File: src/rtl/token_drop_if.sv
// Drop-request handshake and result bundle between the game logic and the board controller.
interface token_drop_if #(
  parameter int ROWS = 6,
  parameter int COLS = 7
);
  localparam int CW = $clog2(COLS);
  localparam int RW = $clog2(ROWS);

  logic          req_valid;
  logic [CW-1:0] req_col;
  logic          req_player;
  logic          req_ready;
  logic          done;
  logic          err;
  logic [RW-1:0] res_row;

  modport master (
    output req_valid, req_col, req_player,
    input  req_ready, done, err, res_row
  );

  modport slave (
    input  req_valid, req_col, req_player,
    output req_ready, done, err, res_row
  );
endinterface

File: src/rtl/token_drop_ctrl.sv
// Connect-four board state, column-drop FSM and per-cell colour decode.
// Define TOKEN_DROP_HIGHLIGHT_LAST_EN to blink the most recently placed token.
module token_drop_ctrl #(
  parameter int          ROWS      = 6,
  parameter int          COLS      = 7,
  parameter logic [23:0] EMPTY_RGB = 24'h000000,
  parameter logic [23:0] P1_RGB    = 24'hFF0000,
  parameter logic [23:0] P2_RGB    = 24'hFFFF00
`ifdef TOKEN_DROP_HIGHLIGHT_LAST_EN
  ,
  parameter logic [23:0] HL_RGB       = 24'hFFFFFF,
  parameter int          BLINK_CYCLES = 25000000
`endif
) (
  input  logic                     clk,
  input  logic                     rst,
  input  logic                     clear,
  token_drop_if.slave              bus,
  output logic                     board_full,
  output logic [2*ROWS*COLS-1:0]   cell_state,
  output logic [24*ROWS*COLS-1:0]  cell_rgb
);
  localparam int CW = $clog2(COLS);
  localparam int RW = $clog2(ROWS);
  localparam int NC = ROWS * COLS;
  localparam int IW = $clog2(NC);

  typedef enum logic [2:0] {S_IDLE, S_SEARCH, S_WRITE, S_DONE, S_ERR} state_t;

  state_t        r_state;
  state_t        w_state_nxt;
  logic [RW-1:0] r_row;
  logic [CW-1:0] r_col;
  logic          r_player;
  logic [1:0]    r_cells [NC];
  logic [IW-1:0] w_idx;
  logic          w_cell_occ;
  logic          w_accept;
  logic          w_dec;
  logic          w_write;

  always_comb begin
    w_idx      = IW'(r_row) * IW'(COLS) + IW'(r_col);
    w_cell_occ = (r_cells[w_idx] != 2'b00);
  end

  always_ff @(posedge clk or posedge rst) begin
    if (rst)        r_state <= S_IDLE;
    else if (clear) r_state <= S_IDLE;
    else            r_state <= w_state_nxt;
  end

  always_comb begin
    w_state_nxt   = r_state;
    w_accept      = 1'b0;
    w_dec         = 1'b0;
    w_write       = 1'b0;
    bus.req_ready = (r_state == S_IDLE);
    bus.done      = (r_state == S_DONE);
    bus.err       = (r_state == S_ERR);
    bus.res_row   = r_row;
    unique case (r_state)
      S_IDLE: begin
        if (bus.req_valid) begin
          w_accept    = 1'b1;
          w_state_nxt = (int'(bus.req_col) >= COLS) ? S_ERR : S_SEARCH;
        end
      end
      S_SEARCH: begin
        if (!w_cell_occ)       w_state_nxt = S_WRITE;
        else if (r_row == '0)  w_state_nxt = S_ERR;
        else                   w_dec       = 1'b1;
      end
      S_WRITE: begin
        w_write     = 1'b1;
        w_state_nxt = S_DONE;
      end
      S_DONE:  w_state_nxt = S_IDLE;
      S_ERR:   w_state_nxt = S_IDLE;
      default: w_state_nxt = S_IDLE;
    endcase
  end

  always_ff @(posedge clk or posedge rst) begin
    if (rst) begin
      r_row    <= '0;
      r_col    <= '0;
      r_player <= 1'b0;
      for (int unsigned i = 0; i < NC; i++) r_cells[i] <= '0;
    end else if (clear) begin
      r_row    <= '0;
      r_col    <= '0;
      r_player <= 1'b0;
      for (int unsigned i = 0; i < NC; i++) r_cells[i] <= '0;
    end else begin
      if (w_accept) begin
        r_col    <= bus.req_col;
        r_player <= bus.req_player;
        r_row    <= RW'(ROWS - 1);
      end
      if (w_dec)   r_row <= r_row - 1'b1;
      if (w_write) r_cells[w_idx] <= {r_player, ~r_player};
    end
  end

  // Top row is row 0, so cells 0..COLS-1.
  always_comb begin
    board_full = 1'b1;
    for (int unsigned c = 0; c < COLS; c++)
      if (r_cells[c] == 2'b00) board_full = 1'b0;
  end

  always_comb begin
    cell_state = '0;
    for (int unsigned i = 0; i < NC; i++) cell_state[2*i +: 2] = r_cells[i];
  end

  function automatic logic [23:0] code_rgb(input logic [1:0] code);
    case (code)
      2'b01:   return P1_RGB;
      2'b10:   return P2_RGB;
      default: return EMPTY_RGB;
    endcase
  endfunction

`ifdef TOKEN_DROP_HIGHLIGHT_LAST_EN
  localparam int BW = $clog2(BLINK_CYCLES) + 1;

  logic [BW-1:0] r_blink_cnt;
  logic          r_blink;
  logic [IW-1:0] r_last_idx;
  logic          r_last_vld;

  always_ff @(posedge clk or posedge rst) begin
    if (rst) begin
      r_blink_cnt <= '0;
      r_blink     <= 1'b0;
      r_last_idx  <= '0;
      r_last_vld  <= 1'b0;
    end else if (clear) begin
      r_blink_cnt <= '0;
      r_blink     <= 1'b0;
      r_last_vld  <= 1'b0;
    end else begin
      if (r_blink_cnt == BW'(BLINK_CYCLES - 1)) begin
        r_blink_cnt <= '0;
        r_blink     <= ~r_blink;
      end else begin
        r_blink_cnt <= r_blink_cnt + 1'b1;
      end
      if (w_write) begin
        r_last_idx <= w_idx;
        r_last_vld <= 1'b1;
      end
    end
  end

  always_comb begin
    cell_rgb = '0;
    for (int unsigned i = 0; i < NC; i++)
      cell_rgb[24*i +: 24] = (r_last_vld && r_blink && (IW'(i) == r_last_idx))
                             ? HL_RGB : code_rgb(r_cells[i]);
  end
`else
  always_comb begin
    cell_rgb = '0;
    for (int unsigned i = 0; i < NC; i++) cell_rgb[24*i +: 24] = code_rgb(r_cells[i]);
  end
`endif

endmodule

File: src/flat_wrapper.sv
// flat-port wrapper written by rule: the top's interface ports become plain ports
module token_drop_ctrl_flat 
#(
  parameter int          ROWS      = 6,
  parameter int          COLS      = 7,
  parameter logic [23:0] EMPTY_RGB = 24'h000000,
  parameter logic [23:0] P1_RGB    = 24'hFF0000,
  parameter logic [23:0] P2_RGB    = 24'hFFFF00

)
  (clk, rst, clear, board_full, cell_state, cell_rgb, bus_req_valid, bus_req_col, bus_req_player, bus_req_ready, bus_done, bus_err, bus_res_row);
  token_drop_if #(.ROWS(ROWS), .COLS(COLS)) bus_i ();
  input  logic clk;
  input  logic rst;
  input  logic clear;
  output logic board_full;
  output logic [2*ROWS*COLS-1:0] cell_state;
  output logic [24*ROWS*COLS-1:0] cell_rgb;
  input wire logic [$bits(bus_i.req_valid)-1:0] bus_req_valid;
  input wire logic [$bits(bus_i.req_col)-1:0] bus_req_col;
  input wire logic [$bits(bus_i.req_player)-1:0] bus_req_player;
  output wire logic [$bits(bus_i.req_ready)-1:0] bus_req_ready;
  output wire logic [$bits(bus_i.done)-1:0] bus_done;
  output wire logic [$bits(bus_i.err)-1:0] bus_err;
  output wire logic [$bits(bus_i.res_row)-1:0] bus_res_row;
  assign bus_i.req_valid = bus_req_valid;
  assign bus_i.req_col = bus_req_col;
  assign bus_i.req_player = bus_req_player;
  assign bus_req_ready = bus_i.req_ready;
  assign bus_done = bus_i.done;
  assign bus_err = bus_i.err;
  assign bus_res_row = bus_i.res_row;
  token_drop_ctrl #(.ROWS(ROWS), .COLS(COLS), .EMPTY_RGB(EMPTY_RGB), .P1_RGB(P1_RGB), .P2_RGB(P2_RGB)) u_core (.clk(clk), .rst(rst), .clear(clear), .bus(bus_i), .board_full(board_full), .cell_state(cell_state), .cell_rgb(cell_rgb));
endmodule
File: config.mk
export PLATFORM = sky130hd
export DESIGN_NAME = token_drop_ctrl_flat
export DESIGN_NICKNAME = d
export VERILOG_FILES = /design/src/rtl/token_drop_if.sv /design/src/rtl/token_drop_ctrl.sv /design/src/flat_wrapper.sv
export SDC_FILE = /design/constraint.sdc
export NUM_CORES = 1
export LEC_CHECK = 0
export ABC_AREA = 0
export CORE_AREA = 2 2 429 431
export CTS_CLUSTER_SIZE = 12
export DETAILED_ROUTE_END_ITERATION = 6
export DIE_AREA = 0 0 431 433
export SLEW_MARGIN = 20
export SYNTH_ARGS = -nofsm -noshare
export SYNTH_HDL_FRONTEND = slang
export SYNTH_SLANG_ARGS = --single-unit
File: constraint.sdc
create_clock -name clk -period 4.1 [get_ports clk]
set_input_delay 0.82 -clock clk [delete_from_list [all_inputs] [get_ports clk]]
set_output_delay 0.82 -clock clk [all_outputs]
set_load 0.03 [all_outputs]
-- Word level (Yosys, flattened, before mapping)
Cells that the tools add are included.
- latch bits: 0
- RAM bits: 0
- register bits after elaboration: 94
- bits in read-only memories: 0
- output and inout port bits: 1099
- bits of input ports: 8
- memories: 0
- multipliers: 1
- bitwise logic cells: 2
- shift-type cells: 0
- $add $sub $neg: 2
- eq/ne operators: 90
- muxes and demuxes: 76
- $lt $le $gt $ge: 3
- reductions and logical operators: 15
- div/mod/pow operators: 0
- operator list (operator ; count):
    $pmux 24 s2 ; 42
    $mux 84 ; 2
    $bwmux 84 ; 1
    $eq 2x1->1 const B ; 42
    $eq 2x2->1 const B ; 42
    $mux 3 ; 10
    $mux 1 ; 15
    $logic_not 2->1 ; 7
    $bmux 2 s6 ; 1
    $demux 2 s6 ; 1
    $pmux 3 s3 ; 1
    $ge 7x7->1 const B ; 1
    $lt 7x1->1 const B ; 1
    $not 6->7 ; 1
    $add 6x3->6 ; 1
    $eq 3x2->1 const B ; 2
    $logic_not 3->1 ; 2
    $mul 3x3->6 const B ; 1
    $mux 2 ; 3
    $reduce_bool 2->1 ; 3
    $ne 4x4->1 const B ; 1
    $eq 3x1->1 const B ; 1
    $eq 3x3->1 const B ; 1
    $ge 3x3->1 const B ; 1
    6 further kinds ; 6

-- Longest topological paths before layout
Gate-level depths: netlist of the first run.
- word-level depth: 11
- gate-level depth with buffers: 14

-- Worst setup path after synthesis of the first run
No wires, ideal clock.
- kind: register to register
- start point: reg u_core.r_row[2], in the netlist u_core.bus.res_row[2]
- end point: reg u_core.r_state[1]
- required time: 4013 ps
- cell stages (with the launch flop): 13
- slack: -79 ps
- data arrival time: 4092 ps
- period minus slack after synthesis: 4179 ps
- cell sequence: dfrtp_1 > fa_1 > fa_1 > fa_1 > buf_2 > buf_2 > mux4_2 > a21oi_1 > o21ai_1 > o2111ai_2 > nand2_1 > or3b_1 > a211oi_2
- word-level cells in the longest chain between the ends: 10
- elaborated cells on any way between the ends: 13
- ends and longest elaborated chain (item ; RTL line ; text):
    start, declared ; token_drop_ctrl.sv:32 ; logic [RW-1:0] r_row;
    start signal, assigned ; token_drop_ctrl.sv:99 ; r_row <= RW'(ROWS - 1);
    start signal, assigned ; token_drop_ctrl.sv:101 ; if (w_dec) r_row <= r_row - 1'b1;
    $mul 3x3->6 ; token_drop_ctrl.sv:43 ; w_idx = IW'(r_row) * IW'(COLS) + IW'(r_col);
    $add 6x3->6 ; token_drop_ctrl.sv:43 ;
    $not 6->7 (implied by the code) ; token_drop_ctrl.sv:44 ; w_cell_occ = (r_cells[w_idx] != 2'b00);
    $bmux 2 s6 ; token_drop_ctrl.sv:44 ;
    $mux 2 (implied by the code) (2 in a row) ; token_drop_ctrl.sv:44 ;
    $reduce_bool 2->1 ; token_drop_ctrl.sv:44 ;
    $mux 3 ; token_drop_ctrl.sv:70 ; if (!w_cell_occ) w_state_nxt = S_WRITE;
    $pmux 3 s3 ; token_drop_ctrl.sv:62 ; unique case (r_state)
    $mux 3 ; token_drop_ctrl.sv:49 ; else if (clear) r_state <= S_IDLE;
    end signal, assigned ; token_drop_ctrl.sv:50 ; else r_state <= w_state_nxt;
    end, declared ; token_drop_ctrl.sv:30 ; state_t r_state;
Several ways; a longest one is shown, not always the timed one. The select of a mux whose other input is x is not followed.
A chain may end at the register's enable or synchronous reset.

-- Worst setup path after layout of the first run
- start point: reg u_core.r_row[0], in the netlist u_core.bus.res_row[0]
- end point: reg u_core.r_state[1]
The elaborated chain is that of the path after synthesis.

==> impl_results.md, run 1 <==
* Hold_sp: u_core.r_col[1]
* Fill cells at 20800
* Fraction of registers with async set/reset at 100%
* DP HPWL at 63000 um
* Layout cells sized above 1 at 7.55%
* Place WS at -0.0239 ns
* Die Area at 187000 um^2
* Most frequent cells in the layout: clkdlybuf4s50_1, conb_1, dfrtp_1
* Worst relative slew slack at 31.7%
* Worst setup margin at 0.153 ns
* Hold path depth at 2
* H-Tree Depth at 3
* Hold violation count in the final report at 0
* First-pass GRT wire length at 84100 um
* Initial DRT Pass Iterations at 5
* Clk slew on worst S/H paths at 0.07 ns
* Post-synthesis cell area at 13100 um^2
* Multi-input gate area at 4550 um^2
* Post-route ant nets at 0
* Final count of pins violating max slew at 0
* CTS tree: yes
* Worst Hold Class: reg2reg
* Final Power at 3250 uW
* Req. time, crit path at 4.35 ns
* Crit. Startpoint: u_core.bus.res_row[0]
* Kind of critical path: reg2reg
* Register Area at 2360 um^2
* Minimum clock period at 3.95 ns
* Drt drc at 0
* XOR/XNOR Fraction of Synth Area at 0.450%
* Die width at 431 um
* Largest family of logic cells by synthesized area: buffers and inverters
* Largest net degree at the start of global routing at 95
* CTS Buffer Depth at 2
* Average size of a mapped cell at 8.31 um^2
* NumNets Final at 1857
* Path depth of the worst reg2reg path at 11
* Clk Latency, worst-skew pair at 0.36 ns
* Setup TNS at 0 ns
* Initial Util at 7.18%
* Area grow syn2layout at 43.1%
* CTS Buf Count at 9
* R2r startpoint: u_core.bus.res_row[0]
* Setup violations, final at 0
* Critical Path Slowest Stage Cell: fa_2
* Grt total ovfl at 0
* VDD IR max at 0.251 mV
* Most common cell after layout, fill and taps aside: clkdlybuf4s50_1
* RR Endpoint: u_core.r_state[1]
* Std cell rows at 157
* Post-synthesis mux area share at 5.96%
* CTS root buffer: clkbuf_16
* Worst Setup Start Kind: flip-flop
* Vias in the first global route at 8000
* EDFF count, synth at 0
* Vias at 9386
* Final worst path period share at 96.3%
* CP Cell Sequence: fa_1 > fa_1 > fa_2 > buf_6 > mux4_2 > mux2i_1 > nand4_1 > o2111ai_2 > nand2_1 > or3b_1 > a211oi_2
* Final non-filler cell area at 18700 um^2
* DRT iter0 DRCs at 547
* R2R Setup Slk at 0.15 ns
* Total track usage at 6.86%
* PD cells at 174 nW/um^2
* Lkg Pwr at 0.00719 uW
* Synth Area in Compound Gates at 5.29%
* Met2 GRT Util at 11.8%
* Clock skew at 0.0203 ns
* Initial antenna violation count at 23
* Yosys reg bits at 94
* Unrepaired setup endpoints after global routing: no
* Largest fanout on the critical path at 5
* Cell count after synthesis at 1573
* Min-Delay Endpoint: u_core.r_col[1]
* Wirelength per Cell at 16.7 um
* GR Util met1 at 9.23%
* Global routing's busiest layer: met2
* Adder-Cell Fraction of Synth Area at 6.45%
* Most frequent CP cell: fa_1
* CTS sink count at 94
* Total Wirelength at 69800 um
* Ys flop type: dfrtp_1
* Post-CTS Hold Fix Bufs at 0
* Final GP Congestion at 0.675
* Core area at 182000 um^2
* Post-Synth Simple-Gate Area at 6.75%
* Final core occ at 10.3%
* Synth warn at 0
* Die Ht at 433 um
* Status: completed
* Fmax at 253 MHz
* DR vias/cell at 2.24
* I/O pin total at 1107
* Placed cell area at 18400 um^2
* Met3 Resource Use GR at 0.995%
* Max_cap viols at 0
* Critical Path AT at 4.20 ns
* Critical path endpoint category: flip-flop
* CP max stage delay at 0.62 ns
* PortBufs at 770
* Sequential area share after synthesis at 18.0%
* Worst-margin pin slew at 1.02 ns
* Synth cell types at 46
area by class of cell:
| class | count | area share (%) |
|---|---|---|
| well taps | 2385 | 15.9 |
| multi-input cells | 758 | 24.3 |
| clock inverters | 7 | 0.388 |
| flip-flops and latches | 94 | 12.6 |
| inverters | 90 | 1.82 |
| diodes | 8 | 0.107 |
| clock buffers | 9 | 1.20 |
| repair buffers | 831 | 43.7 |
flip-flops by register name, summed over array words and instances (netlist names):
register            cells
u_core.cell_state      84
u_core.r_state          3
u_core.r_player         1
u_core.bus.res_row      3
u_core.r_col            3
metal layers:
metal / share of wire, % / up-vias / wire, um
met5: 0 / - / 0
met4: 0.88 / 0 / 611
met3: 5.8 / 29 / 4040
met2: 50 / 581 / 34900
met1: 43 / 4615 / 30300
li1: - / 4161 / -
kinds of logic (layout without fill, tap and decap cells):
| kind of cell | Yosys count | in the layout |
|---|---|---|
| buffers and inverters | 1056 | 937 |
| and+or+nand+nor | 193 | 193 |
| AOI/OAI and AO/OA | 107 | 107 |
| DFF | 94 | 94 |
| adders and majority gates | 65 | 65 |
| muxes | 52 | 52 |
| xor gates and xnor gates | 5 | 5 |
| other | 1 | 344 |
where the power goes:
part | switching [uW] | internal [uW] | total (uW)
combinational | 1030 | 399 | 1430
clock | 418 | 431 | 850
sequential | 31.1 | 943 | 974
total | 1480 | 1770 | 3250
cells in the mapped netlist, drive strengths merged (4+ instances only):
library cell / count / area share [%]
fa: 4 / 0.61
inv: 90 / 2.6
ha: 61 / 5.8
nor2: 49 / 1.4
buf: 935 / 54
nor3b: 15 / 0.86
or2: 6 / 0.29
clkbuf: 31 / 0.89
nor3: 10 / 0.38
dfrtp: 94 / 18
mux4: 18 / 3.4
nand2b: 5 / 0.24
a31o: 24 / 1.6
a21oi: 68 / 2.7
nand3: 26 / 0.99
mux2i: 34 / 2.6
nand2: 73 / 2.1
what timing repair did:
| action | in CTS | in global routing |
|---|---|---|
| setup endpoints to repair | 3 | 9 |
| setup buffers | 2 | 0 |
| pin swaps | 1 | 3 |
| resized for setup | 1 | 7 |
worst max path at each step:
stage	end	slack, ns	depth (start not counted)
floorplan	u_core.r_state[1]	0.04	12
global route	u_core.bus.res_row[0]	0.003	16
global placement	u_core.r_state[1]	0.008	12
CTS	u_core.bus.res_row[0]	0.02	16
detailed placement	u_core.r_state[1]	-0.02	15
finish	u_core.r_state[1]	0.15	11
metrics by stage:
stage                     hold slack [ns]  cells
after floorplan                     0.490   1908
after global placement              0.555   4156
after detailed placement            0.567   4156
after CTS                           0.584   4174
after global routing                0.619   4174
final                               0.576   4182
critical path, delay by kind of cell, from the launching register on:
kind | cells | cell delay (ns)
fa+ha+maj | 3 | 1.64
mux | 2 | 0.68
compound gates | 2 | 0.35
buf+inv | 1 | 0.15
flops | 1 | 0.42
simple gates | 3 | 0.62
Note: power is estimated with default switching activity, not from simulation.
==> inputs of run 2 (changes only) <==
--- a/config.mk
+++ b/config.mk
@@ -6,6 +6,7 @@
 export NUM_CORES = 1
 export LEC_CHECK = 0
 export ABC_AREA = 0
+export CAP_MARGIN = 5
 export CORE_AREA = 2 2 429 431
 export CTS_CLUSTER_SIZE = 12
 export DETAILED_ROUTE_END_ITERATION = 6
==> results of run 2 <==
The final DEF is identical to that of run 1; final timing and power are the same.
